### src/rtl/alu_operand_stage.sv
// alu_operand_stage
//   Operand-fetch stage between the register file read port and the ALU.
//   Resolves read-after-write hazards by forwarding from FWD_PORTS later
//   stages (index 0 = youngest, highest priority), selects operand B as a
//   register or an extended immediate, and hands the operands to the ALU
//   through a two-entry (OUT + SKID) buffer.
//
// Handshake: a transfer happens on a rising edge where valid & ready are both
//   high. in_ready is registered (~SKID.valid) and has no path from out_ready.
//   While out_valid & ~out_ready the outputs stay frozen.
//
// Ports
//   clk, rst                 clock, asynchronous active-high reset
//   in_valid / in_ready      upstream handshake
//   alu_in_sel               0: B = rs register, 1: B = extended immediate
//   imm_sext                 1: sign-extend offset, 0: zero-extend
//   rd_addr, rs_addr         source register addresses for A and B
//   rd_q, rs_q               register file read data
//   offset                   raw immediate
//   fwd_en/fwd_addr/fwd_data packed forwarding sources
//   out_valid / out_ready    ALU handshake
//   alu_a, alu_b, alu_imm    registered operands
//   fwd_hit                  bit0: A forwarded, bit1: B register path forwarded
module alu_operand_stage #(
    parameter int DWIDTH    = 16,
    parameter int AWIDTH    = 3,
    parameter int IMM_WIDTH = 8,
    parameter int FWD_PORTS = 2
) (
    input  logic                           clk,
    input  logic                           rst,
    input  logic                           in_valid,
    output logic                           in_ready,
    input  logic                           alu_in_sel,
    input  logic                           imm_sext,
    input  logic [AWIDTH-1:0]              rd_addr,
    input  logic [AWIDTH-1:0]              rs_addr,
    input  logic [DWIDTH-1:0]              rd_q,
    input  logic [DWIDTH-1:0]              rs_q,
    input  logic [IMM_WIDTH-1:0]           offset,
    input  logic [FWD_PORTS-1:0]           fwd_en,
    input  logic [FWD_PORTS*AWIDTH-1:0]    fwd_addr,
    input  logic [FWD_PORTS*DWIDTH-1:0]    fwd_data,
    output logic                           out_valid,
    input  logic                           out_ready,
    output logic [DWIDTH-1:0]              alu_a,
    output logic [DWIDTH-1:0]              alu_b,
    output logic [DWIDTH-1:0]              alu_imm,
    output logic [1:0]                     fwd_hit
);

    // State is exactly the pair (OUT.valid, SKID.valid); 2'b01 is unreachable.
    typedef enum logic [1:0] {
        EMPTY = 2'b00,
        FULL1 = 2'b10,
        FULL2 = 2'b11
    } state_t;

    logic              out_valid_q, skid_valid_q;
    logic [DWIDTH-1:0] out_a_q, out_b_q, out_imm_q;
    logic [1:0]        out_hit_q;
    logic [DWIDTH-1:0] skid_a_q, skid_b_q, skid_imm_q;
    logic [1:0]        skid_hit_q;
    state_t            state;

    // Entry built from the current inputs (used only on accepting edges).
    logic [DWIDTH-1:0] in_a_d, in_b_d, in_imm_d;
    logic [1:0]        in_hit_d;

    logic [DWIDTH-1:0] a_res, rs_res, ext;
    logic              a_hit, rs_hit;
    logic              accept, drain;

    assign state = state_t'({out_valid_q, skid_valid_q});

    // Lowest-indexed matching source wins: iterate from the oldest so the
    // youngest match overwrites last.
    always_comb begin
        a_res  = rd_q;
        a_hit  = 1'b0;
        rs_res = rs_q;
        rs_hit = 1'b0;
        for (int i = FWD_PORTS - 1; i >= 0; i--) begin
            if (fwd_en[i] && (fwd_addr[i*AWIDTH +: AWIDTH] == rd_addr)) begin
                a_res = fwd_data[i*DWIDTH +: DWIDTH];
                a_hit = 1'b1;
            end
            if (fwd_en[i] && (fwd_addr[i*AWIDTH +: AWIDTH] == rs_addr)) begin
                rs_res = fwd_data[i*DWIDTH +: DWIDTH];
                rs_hit = 1'b1;
            end
        end
    end

    generate
        if (IMM_WIDTH < DWIDTH) begin : g_ext
            assign ext = {{(DWIDTH-IMM_WIDTH){imm_sext & offset[IMM_WIDTH-1]}}, offset};
        end else begin : g_noext
            assign ext = offset;
        end
    endgenerate

    assign in_a_d   = a_res;
    assign in_b_d   = alu_in_sel ? ext : rs_res;
    assign in_imm_d = ext;
    // The rs hit only matters when B actually came from the register path.
    assign in_hit_d = {rs_hit & ~alu_in_sel, a_hit};

    // Held low during reset so nothing is accepted while the buffer clears.
    assign in_ready = ~skid_valid_q & ~rst;
    assign accept   = in_valid & in_ready;
    assign drain    = out_valid_q & out_ready;

    always_ff @(posedge clk or posedge rst) begin
        if (rst) begin
            out_valid_q  <= 1'b0;
            skid_valid_q <= 1'b0;
            out_a_q      <= '0;
            out_b_q      <= '0;
            out_imm_q    <= '0;
            out_hit_q    <= '0;
            skid_a_q     <= '0;
            skid_b_q     <= '0;
            skid_imm_q   <= '0;
            skid_hit_q   <= '0;
        end else begin
            case (state)
                EMPTY: begin
                    if (accept) begin
                        out_a_q     <= in_a_d;
                        out_b_q     <= in_b_d;
                        out_imm_q   <= in_imm_d;
                        out_hit_q   <= in_hit_d;
                        out_valid_q <= 1'b1;
                    end
                end
                FULL1: begin
                    if (accept && drain) begin
                        out_a_q   <= in_a_d;
                        out_b_q   <= in_b_d;
                        out_imm_q <= in_imm_d;
                        out_hit_q <= in_hit_d;
                    end else if (accept) begin
                        skid_a_q     <= in_a_d;
                        skid_b_q     <= in_b_d;
                        skid_imm_q   <= in_imm_d;
                        skid_hit_q   <= in_hit_d;
                        skid_valid_q <= 1'b1;
                    end else if (drain) begin
                        out_valid_q <= 1'b0;
                    end
                end
                FULL2: begin
                    // in_ready is low here, so only a drain can happen.
                    if (drain) begin
                        out_a_q      <= skid_a_q;
                        out_b_q      <= skid_b_q;
                        out_imm_q    <= skid_imm_q;
                        out_hit_q    <= skid_hit_q;
                        skid_valid_q <= 1'b0;
                    end
                end
                default: begin
                    out_valid_q  <= 1'b0;
                    skid_valid_q <= 1'b0;
                end
            endcase
        end
    end

    assign out_valid = out_valid_q;
    assign alu_a     = out_a_q;
    assign alu_b     = out_b_q;
    assign alu_imm   = out_imm_q;
    assign fwd_hit   = out_hit_q;

endmodule

### config.mk
export PLATFORM = sky130hd
export DESIGN_NAME = alu_operand_stage
export DESIGN_NICKNAME = d
export VERILOG_FILES = /design/src/rtl/alu_operand_stage.sv
export SDC_FILE = /design/constraint.sdc
export NUM_CORES = 1
export LEC_CHECK = 0
export CORE_MARGIN = 2
export CORE_UTILIZATION = 50
export CTS_BUF_LIST = sky130_fd_sc_hd__clkbuf_4 sky130_fd_sc_hd__clkbuf_8
export CTS_CLUSTER_DIAMETER = 80
export CTS_CLUSTER_SIZE = 14
export DETAILED_ROUTE_END_ITERATION = 8
export HOLD_SLACK_MARGIN = 0.03
export PLACE_DENSITY = 0.9
export SYNTH_ARGS = -nofsm -noshare
export SYNTH_HDL_FRONTEND = slang
export SYNTH_SLANG_ARGS = --single-unit
### constraint.sdc
create_clock -name clk -period 4.1 [get_ports clk]
set_input_delay 1.025 -clock clk [delete_from_list [all_inputs] [get_ports clk]]
set_output_delay 1.025 -clock clk [all_outputs]
set_load 0.02 [all_outputs]
After elaboration in Yosys (flattened, before gate mapping) --
Index checks and enable logic that the tools add are counted.
Storage, ports and cells: flip-flop bits (word level) 95, latch bits 0, RAM bits 0, ROM bits 0, input port bits 92, output and inout port bits 52, word-level logic and storage cells 77, memories 0
Cells by class: $add $sub $neg 0, multipliers 0, div/mod/pow operators 0, magnitude comparators 0, equal/unequal tests 13, shifts and indexed selects 0, mux-type cells 32, bitwise operators 11, reductions and logical operators 11
Operators with widths (number):
- $mux W16 | 14
- $pmux W16 S3 | 3
- $ne A2 B2 Y1 const B | 7
- $eq A3 B3 Y1 | 4
- $mux W1 | 9
- $reduce_and A4 Y1 | 2
- $mux W2 | 3
- $not A1 Y1 | 6
- $pmux W1 S3 | 2
- $pmux W2 S3 | 1
- $and A1 B1 Y1 | 5
- $logic_and A1 B1 Y1 | 5
- $reduce_and A5 Y1 | 1
- $eq A2 B2 Y1 const B | 2
- $reduce_and A3 Y1 | 1
- $reduce_bool A3 Y1 | 1
- $logic_not A2 Y1 | 1

Logic depth before layout (Yosys ltp) --
depth in word-level cells 7, gate-level depth with buffers 10, depth with buffers taken out 7

Least setup slack after synthesis --
Ideal clock, no wire load.
kind input -> output, start input port rst, end output port in_ready, arrival time 1.347 ns, required time 3.075 ns, setup slack 1.728 ns, stages on the path 1, buffers on the path 0, path through nor2_1
On the way: word-level cells in the longest chain between the ends 2
Ends and longest elaborated chain:
- from (decl) | line 31 | input logic rst,
- $not A1 Y1 | line 110 | assign in_ready = ~skid_valid_q & ~rst;
- $and A1 B1 Y1 | line 110
- to (decl) | line 33 | output logic in_ready,
No other way between the ends.

Final worst setup path --
Ends and elaborated chain as after synthesis.

==> metrics.md <==
| Metric | Value |
|---|---|
| Hold Vio Cnt, Final | `0` |
| Critical Path Most Common Cell | `clkdlybuf4s50_1` |
| Crit path to | `in_ready` |
| Worst path required time | `3070 ps` |
| Hold_buf cts | `0` |
| Post-synth EDFFs | `0` |
| Placed cells | `806` |
| Die area | `11000 µm²` |
| Tot GR Track Use | `0.292` |
| Final std cells w/o fill | `822` |
| Critical path arrival | `2270 ps` |
| RePlAce Congestion | `0.992` |
| Largest net degree at the start of global routing | `52` |
| Cell taking the most area after synthesis | `dfrtp_1` |
| H-tree levels | `3` |
| Sequential fraction of the synthesis area | `0.432` |
| FFs w/ async S/R, synth | `1.00` |
| Most frequent cells in the layout | `clkdlybuf4s50_1, dfrtp_1, nand2_1` |
| Post-Syn Nets | `663` |
| Sw power | `1770 µW` |
| Peak VDD IR | `0.345 mV` |
| Buffers on Ports | `143` |
| CTS tree | `done` |
| Reg-to-reg slack, setup | `1550 ps` |
| Post-Synth XOR/XNOR Area | `0.0221` |
| Clk buf depth | `2` |
| Final TNS setup | `0 ps` |
| Synthesis-to-layout area growth | `32.4%` |
| Status | `complete, no violations` |
| Avg Inst Size Synth | `8.98 µm²` |
| Seq pwr share | `0.350` |
| N_diodes | `0` |
| Vias per cell | `6.15` |
| Clock power share | `0.157` |
| Post-CTS setup repair buffer count | `0` |
| Share of cells above drive strength 1 | `0.0871` |
| Root buf cell | `clkbuf_8` |
| Max frequency | `0.303 GHz` |
| Reg2Reg Depth | `8` |
| Chip height | `105 µm` |
| Largest family of logic cells by synthesized area | `compound AO/OA/AOI/OAI gates` |
| Internal power | `2580 µW` |
| Slew HR | `0.285` |
| Clk sink count | `88` |
| Crit end category | `primary output` |
| Initial antenna violation count | `0` |
| Synth Area in Adders | `0.00736` |
| CP startpoint kind | `primary input` |
| Routed len/inst | `19.4 µm` |
| Worst Tran Pin Value | `1070 ps` |
| DRC Markers | `0` |
| Combinational power share | `0.493` |
| Cts repair resizes | `0` |
| MaxCap Viol Count | `0` |
| TritonCTS Buffers | `9` |
| Most common cell after layout, fill and taps aside | `clkdlybuf4s50_1` |
| WS Path Type | `in2out` |
| RSZ-0062 raised after global routing | `false` |
| Post-synth cell types | `47` |
| First-pass GRT wire length | `25800 µm` |
| Initial Utilization | `0.519` |
| Worst skew pair latency | `360 ps` |
| Pre-CTS WS | `708 ps` |
| DP Wirelength | `11200 µm` |
| Simple-Gate Fraction of Synth Area | `0.118` |
| Pwr/cell area | `644 nW/µm²` |
| Detail Route Antenna Nets | `0` |
| Worst hold path class | `reg2reg` |
| Rows | `36` |
| Mux share of post-synthesis cell area | `0.0824` |
| Max Fanout on Critical Path | `3` |
| Crit-path cells | `clkdlybuf4s50_1, nor2_1, clkdlybuf4s50_1` |
| Die width | `105 µm` |
| Grt total ovfl | `0` |
| Complex-gate fraction of the synthesized area | `0.264` |
| Critical path's slowest cell | `clkdlybuf4s50_1` |
| Yosys top cell area share | `0.432` |
| Clk slew on worst S/H paths | `80 ps` |
| 1st-iter DRT viols | `430` |
| DRT Wirelength | `15900 µm` |
| Ys Warns | `0` |
| First-pass iteration count of the detailed router | `5` |
| Largest cells by area after synthesis | `dfrtp_1, o21ai_0, nand2_1` |
| # IOs | `144` |
| Main synth FF type | `dfrtp_1` |
| Worst reg2reg path startpoint | `skid_valid_q` |
| Nets | `779` |
| Netlist Area Pre-Place | `5100 µm²` |
| Reg2Reg Capture Point | `alu_a[9]` |
| Vias | `5054` |
| CP startpoint | `rst` |
| Core Area | `9820 µm²` |
| Fin crit share | `0.804` |
| Setup WS post-layout | `804 ps` |
| Gate Count Post-Synth | `568` |
| Sw frac | `0.407` |
| Worst Skew | `17.2 ps` |
| Leakage | `0.00290 µW` |
| Max incr delay on CP | `610 ps` |
| Fin crit period | `3300 ps` |
| Final setup viols | `0` |
| Worst hold slack | `484 ps` |
| Number of global-route vias before repair | `5174` |
| Synthesized flop and latch total | `88` |
| Final Slew Violations | `0` |
state kept, by name (all words and copies together), names as in the netlist:
name / flops
alu_a: 16
alu_b: 16
skid_a_q: 16
skid_b_q: 16
alu_imm: 9
skid_imm_q: 9
fwd_hit: 2
skid_hit_q: 2
out_valid: 1
skid_valid_q: 1
power groups by stage:
stage               sequential, µW  clock (µW)  combinational (µW)
floorplan                     1690           0                1150
global placement              1510           0                2030
detailed placement            1530           0                2120
finish                        1520         682                2140
CTS                           1520         687                2130
global route                  1570         716                2320
metal layers:
metal | vias up | wire length [µm] | global-route usage
li1 | 2263 | - | -
met1 | 2423 | 6140 | 0.376
met2 | 314 | 7680 | 0.474
met3 | 54 | 1500 | 0.0555
met4 | 0 | 592 | 0.142
met5 | - | 0 | 0
area by class of cell:
type	instances	area, µm²
fillers	771	3070
multi-input cells	403	2520
flip-flops and latches	88	2200
repair buffers	155	1530
well taps	133	166
clock buffers	10	138
inverters	27	103
clock inverters	6	90.1
cells in the mapped netlist, drive strengths merged (9+ instances only):
cell type and count:
a21o 17, a21oi 42, a31oi 12, and3 9, buf 30, clkbuf 20, dfrtp 88, inv 26
mux2 16, mux2i 24, nand2 77, nor2 28, o211ai 9, o21ai 79, o22ai 16, xnor2 12
worst max-delay path, delay by kind of cell:
kind	cells	cell delay, ps
AND/OR/NAND/NOR	1	160
buffers and inverters	2	1090
per-stage QoR:
stage                util  cell area, µm²  total power [µW]
finish              0.688            6750              4350
global route        0.688            6750              4600
CTS                 0.688            6750              4330
detailed placement  0.664            6520              3640
global placement    0.664            6520              3540
floorplan               -            5100              2840
cell families after synthesis:
| family | count (synthesis) |
|---|---|
| compound gates | 218 |
| xor+xnor | 12 |
| fa+ha+maj | 3 |
| buf+inv | 77 |
| flops | 88 |
| mux | 40 |
| simple gates | 130 |
worst min-delay path by stage:
stage             startpoint       endpoint  slack [ps]  cells past startpoint
4_1_cts        skid_hit_q[1]  skid_hit_q[1]         480                      1
6_report       skid_hit_q[1]  skid_hit_q[1]         480                      1
5_1_grt        skid_hit_q[1]  skid_hit_q[1]         510                      1
2_1_floorplan  skid_hit_q[1]  skid_hit_q[1]         440                      1
3_3_place_gp   skid_hit_q[1]  skid_hit_q[1]         460                      1
3_5_place_dp   skid_hit_q[1]  skid_hit_q[1]         460                      1
Power figures use the tool's default switching activity.
==> RTL edit (same flow settings) <==
The parameter `FWD_PORTS` goes from 2 to 1.
--- a/src/rtl/alu_operand_stage.sv
+++ b/src/rtl/alu_operand_stage.sv
@@ -26,5 +26,5 @@
     parameter int AWIDTH    = 3,
     parameter int IMM_WIDTH = 8,
-    parameter int FWD_PORTS = 2
+    parameter int FWD_PORTS = 1
 ) (
     input  logic                           clk,
Ports: changed (resized fwd_addr, fwd_data and fwd_en); port bits go from 144 to 124. No check against the original RTL was run, so the function may have changed too.
==> RTL edit against the unedited design <==
- cell count is 19% lower
- wire length decreased by 24%
- worst setup slack better by 61 ps
- worst hold slack worse by 2.9 ps
- area after synthesis fell by 13%
- count of clock-buffer cells in the layout is the same
- final area fell by 14%
- sequential cell count unchanged
- critical endpoint unchanged
- highest routed layer unchanged
Power is not compared: it rests on default switching activity, and its combinational part moved more than twofold at a synthesized area within 25%.
==> RTL edit: results <==
metrics = {
    "min_path": {
        "source_of_the_worst_hold_timing_path": "skid_b_q[7]",
        "hold_endpoint": "skid_b_q[7]",
        "min_path_cells": 2,
    },
    "detailed_routing": {
        "first_iter_violations": 307,
        "via_count": 3915,
        "route.final.wire_length_um": 12100,
        "met2_wirelength_um": 5700,
        "met3_routed_wl_um": 990,
        "dr.pass1.iters": 4,
        "met1Wirelength_um": 5150,
    },
    "placement": {
        "dp.final_hpwl_um": 8390,
        "dpl-instance-area_mm2": 0.00567,
        "gpl.final_weighted_congestion": 0.849,
        "place_ws_ps": 744,
    },
    "finish": {
        "final.signal_buffer_count": 136,
        "non_filler_instances": 669,
        "multi_input_gates": 319,
        "flops_and_latches": 88,
        "buffer_area_share_pct": 23.0,
        "nets": 628,
        "area.share.sequential_pct": 37.7,
        "nNonClkInverters": 2,
        "area_share_clock_buf_inv_pct": 2.87,
    },
    "logic_synthesis": {
        "synth_fa_ha_area_share_pct": 0,
        "count_of_distinct_cell_types_in_the_synthesized_netlist": 45,
        "synth_sequential_area_ratio_pct": 49.8,
        "syn-num-nets": 522,
        "post_synth_xor_area_fraction_pct": 1.36,
        "ys.flop_type": "dfrtp_1",
        "netlist_top_cells_area": "dfrtp_1, nand2_1, mux2i_1",
        "synth.mux.area_fraction_pct": 3.85,
        "synth-compound-area-share_pct": 18.1,
        "cell_types_with_the_highest_counts_after_synthesis": "nand2_1, dfrtp_1, clkbuf_1",
    },
    "grt": {
        "grt.met3_usage_pct": 4.94,
        "met2_usage_pct": 40.5,
        "grtUsageMet1_pct": 34.5,
        "grt_first_pass_wirelength_um": 19300,
        "grt_util_all_layers_pct": 25.1,
        "grt_start_max_net_pins": 89,
    },
    "floorplan": {
        "placementRows": 34,
    },
    "timing": {
        "worst_slack_on_hold_paths_ps": 482,
        "fin_skew_ps": 10.5,
        "tightestPinTransition_ps": 947,
    },
    "worst_setup_path": {
        "r2r_cells": 5,
        "path_max_fanout": 4,
        "setup.reg_to_reg.worst_slack_ps": 1860,
        "worst_r2r_endpoint": "alu_a[3]",
        "crit_arrival_ps": 2210,
    },
    "status": {
        "run_status": "complete, no violations",
    },
}
RTL edit: cell count changes in the layout (fill, tap and decap cells not counted), sizes merged, moves of 9 or more:
cell           change
o31ai              +9
o22ai             -16
o21ai             -57
nor3b             +14
nand2             +23
mux2              -16
nand3             +16
clkdlybuf4s50     -20
xnor2              -9
nor2              -15
a21oi             -32
inv               -26
nor2b             +10
a21o              -17
RTL edit: worst max-delay path by stage:
stage          slack [ps]   startpoint            to
6_report              870          rst      in_ready
5_1_grt               830          rst      in_ready
4_1_cts               860          rst      in_ready
3_5_place_dp          740  fwd_addr[2]  skid_b_q[12]
3_3_place_gp          790  fwd_addr[2]  skid_b_q[13]
2_1_floorplan         800          rst      alu_a[0]
RTL edit: power breakdown:
part / total [mW] / switching, mW / leakage, nW / internal, mW
sequential: 1.21 / 0.129 / 1.07 / 1.08
combinational: 0.827 / 0.416 / 1.32 / 0.412
clock: 0.530 / 0.306 / 0.0892 / 0.224
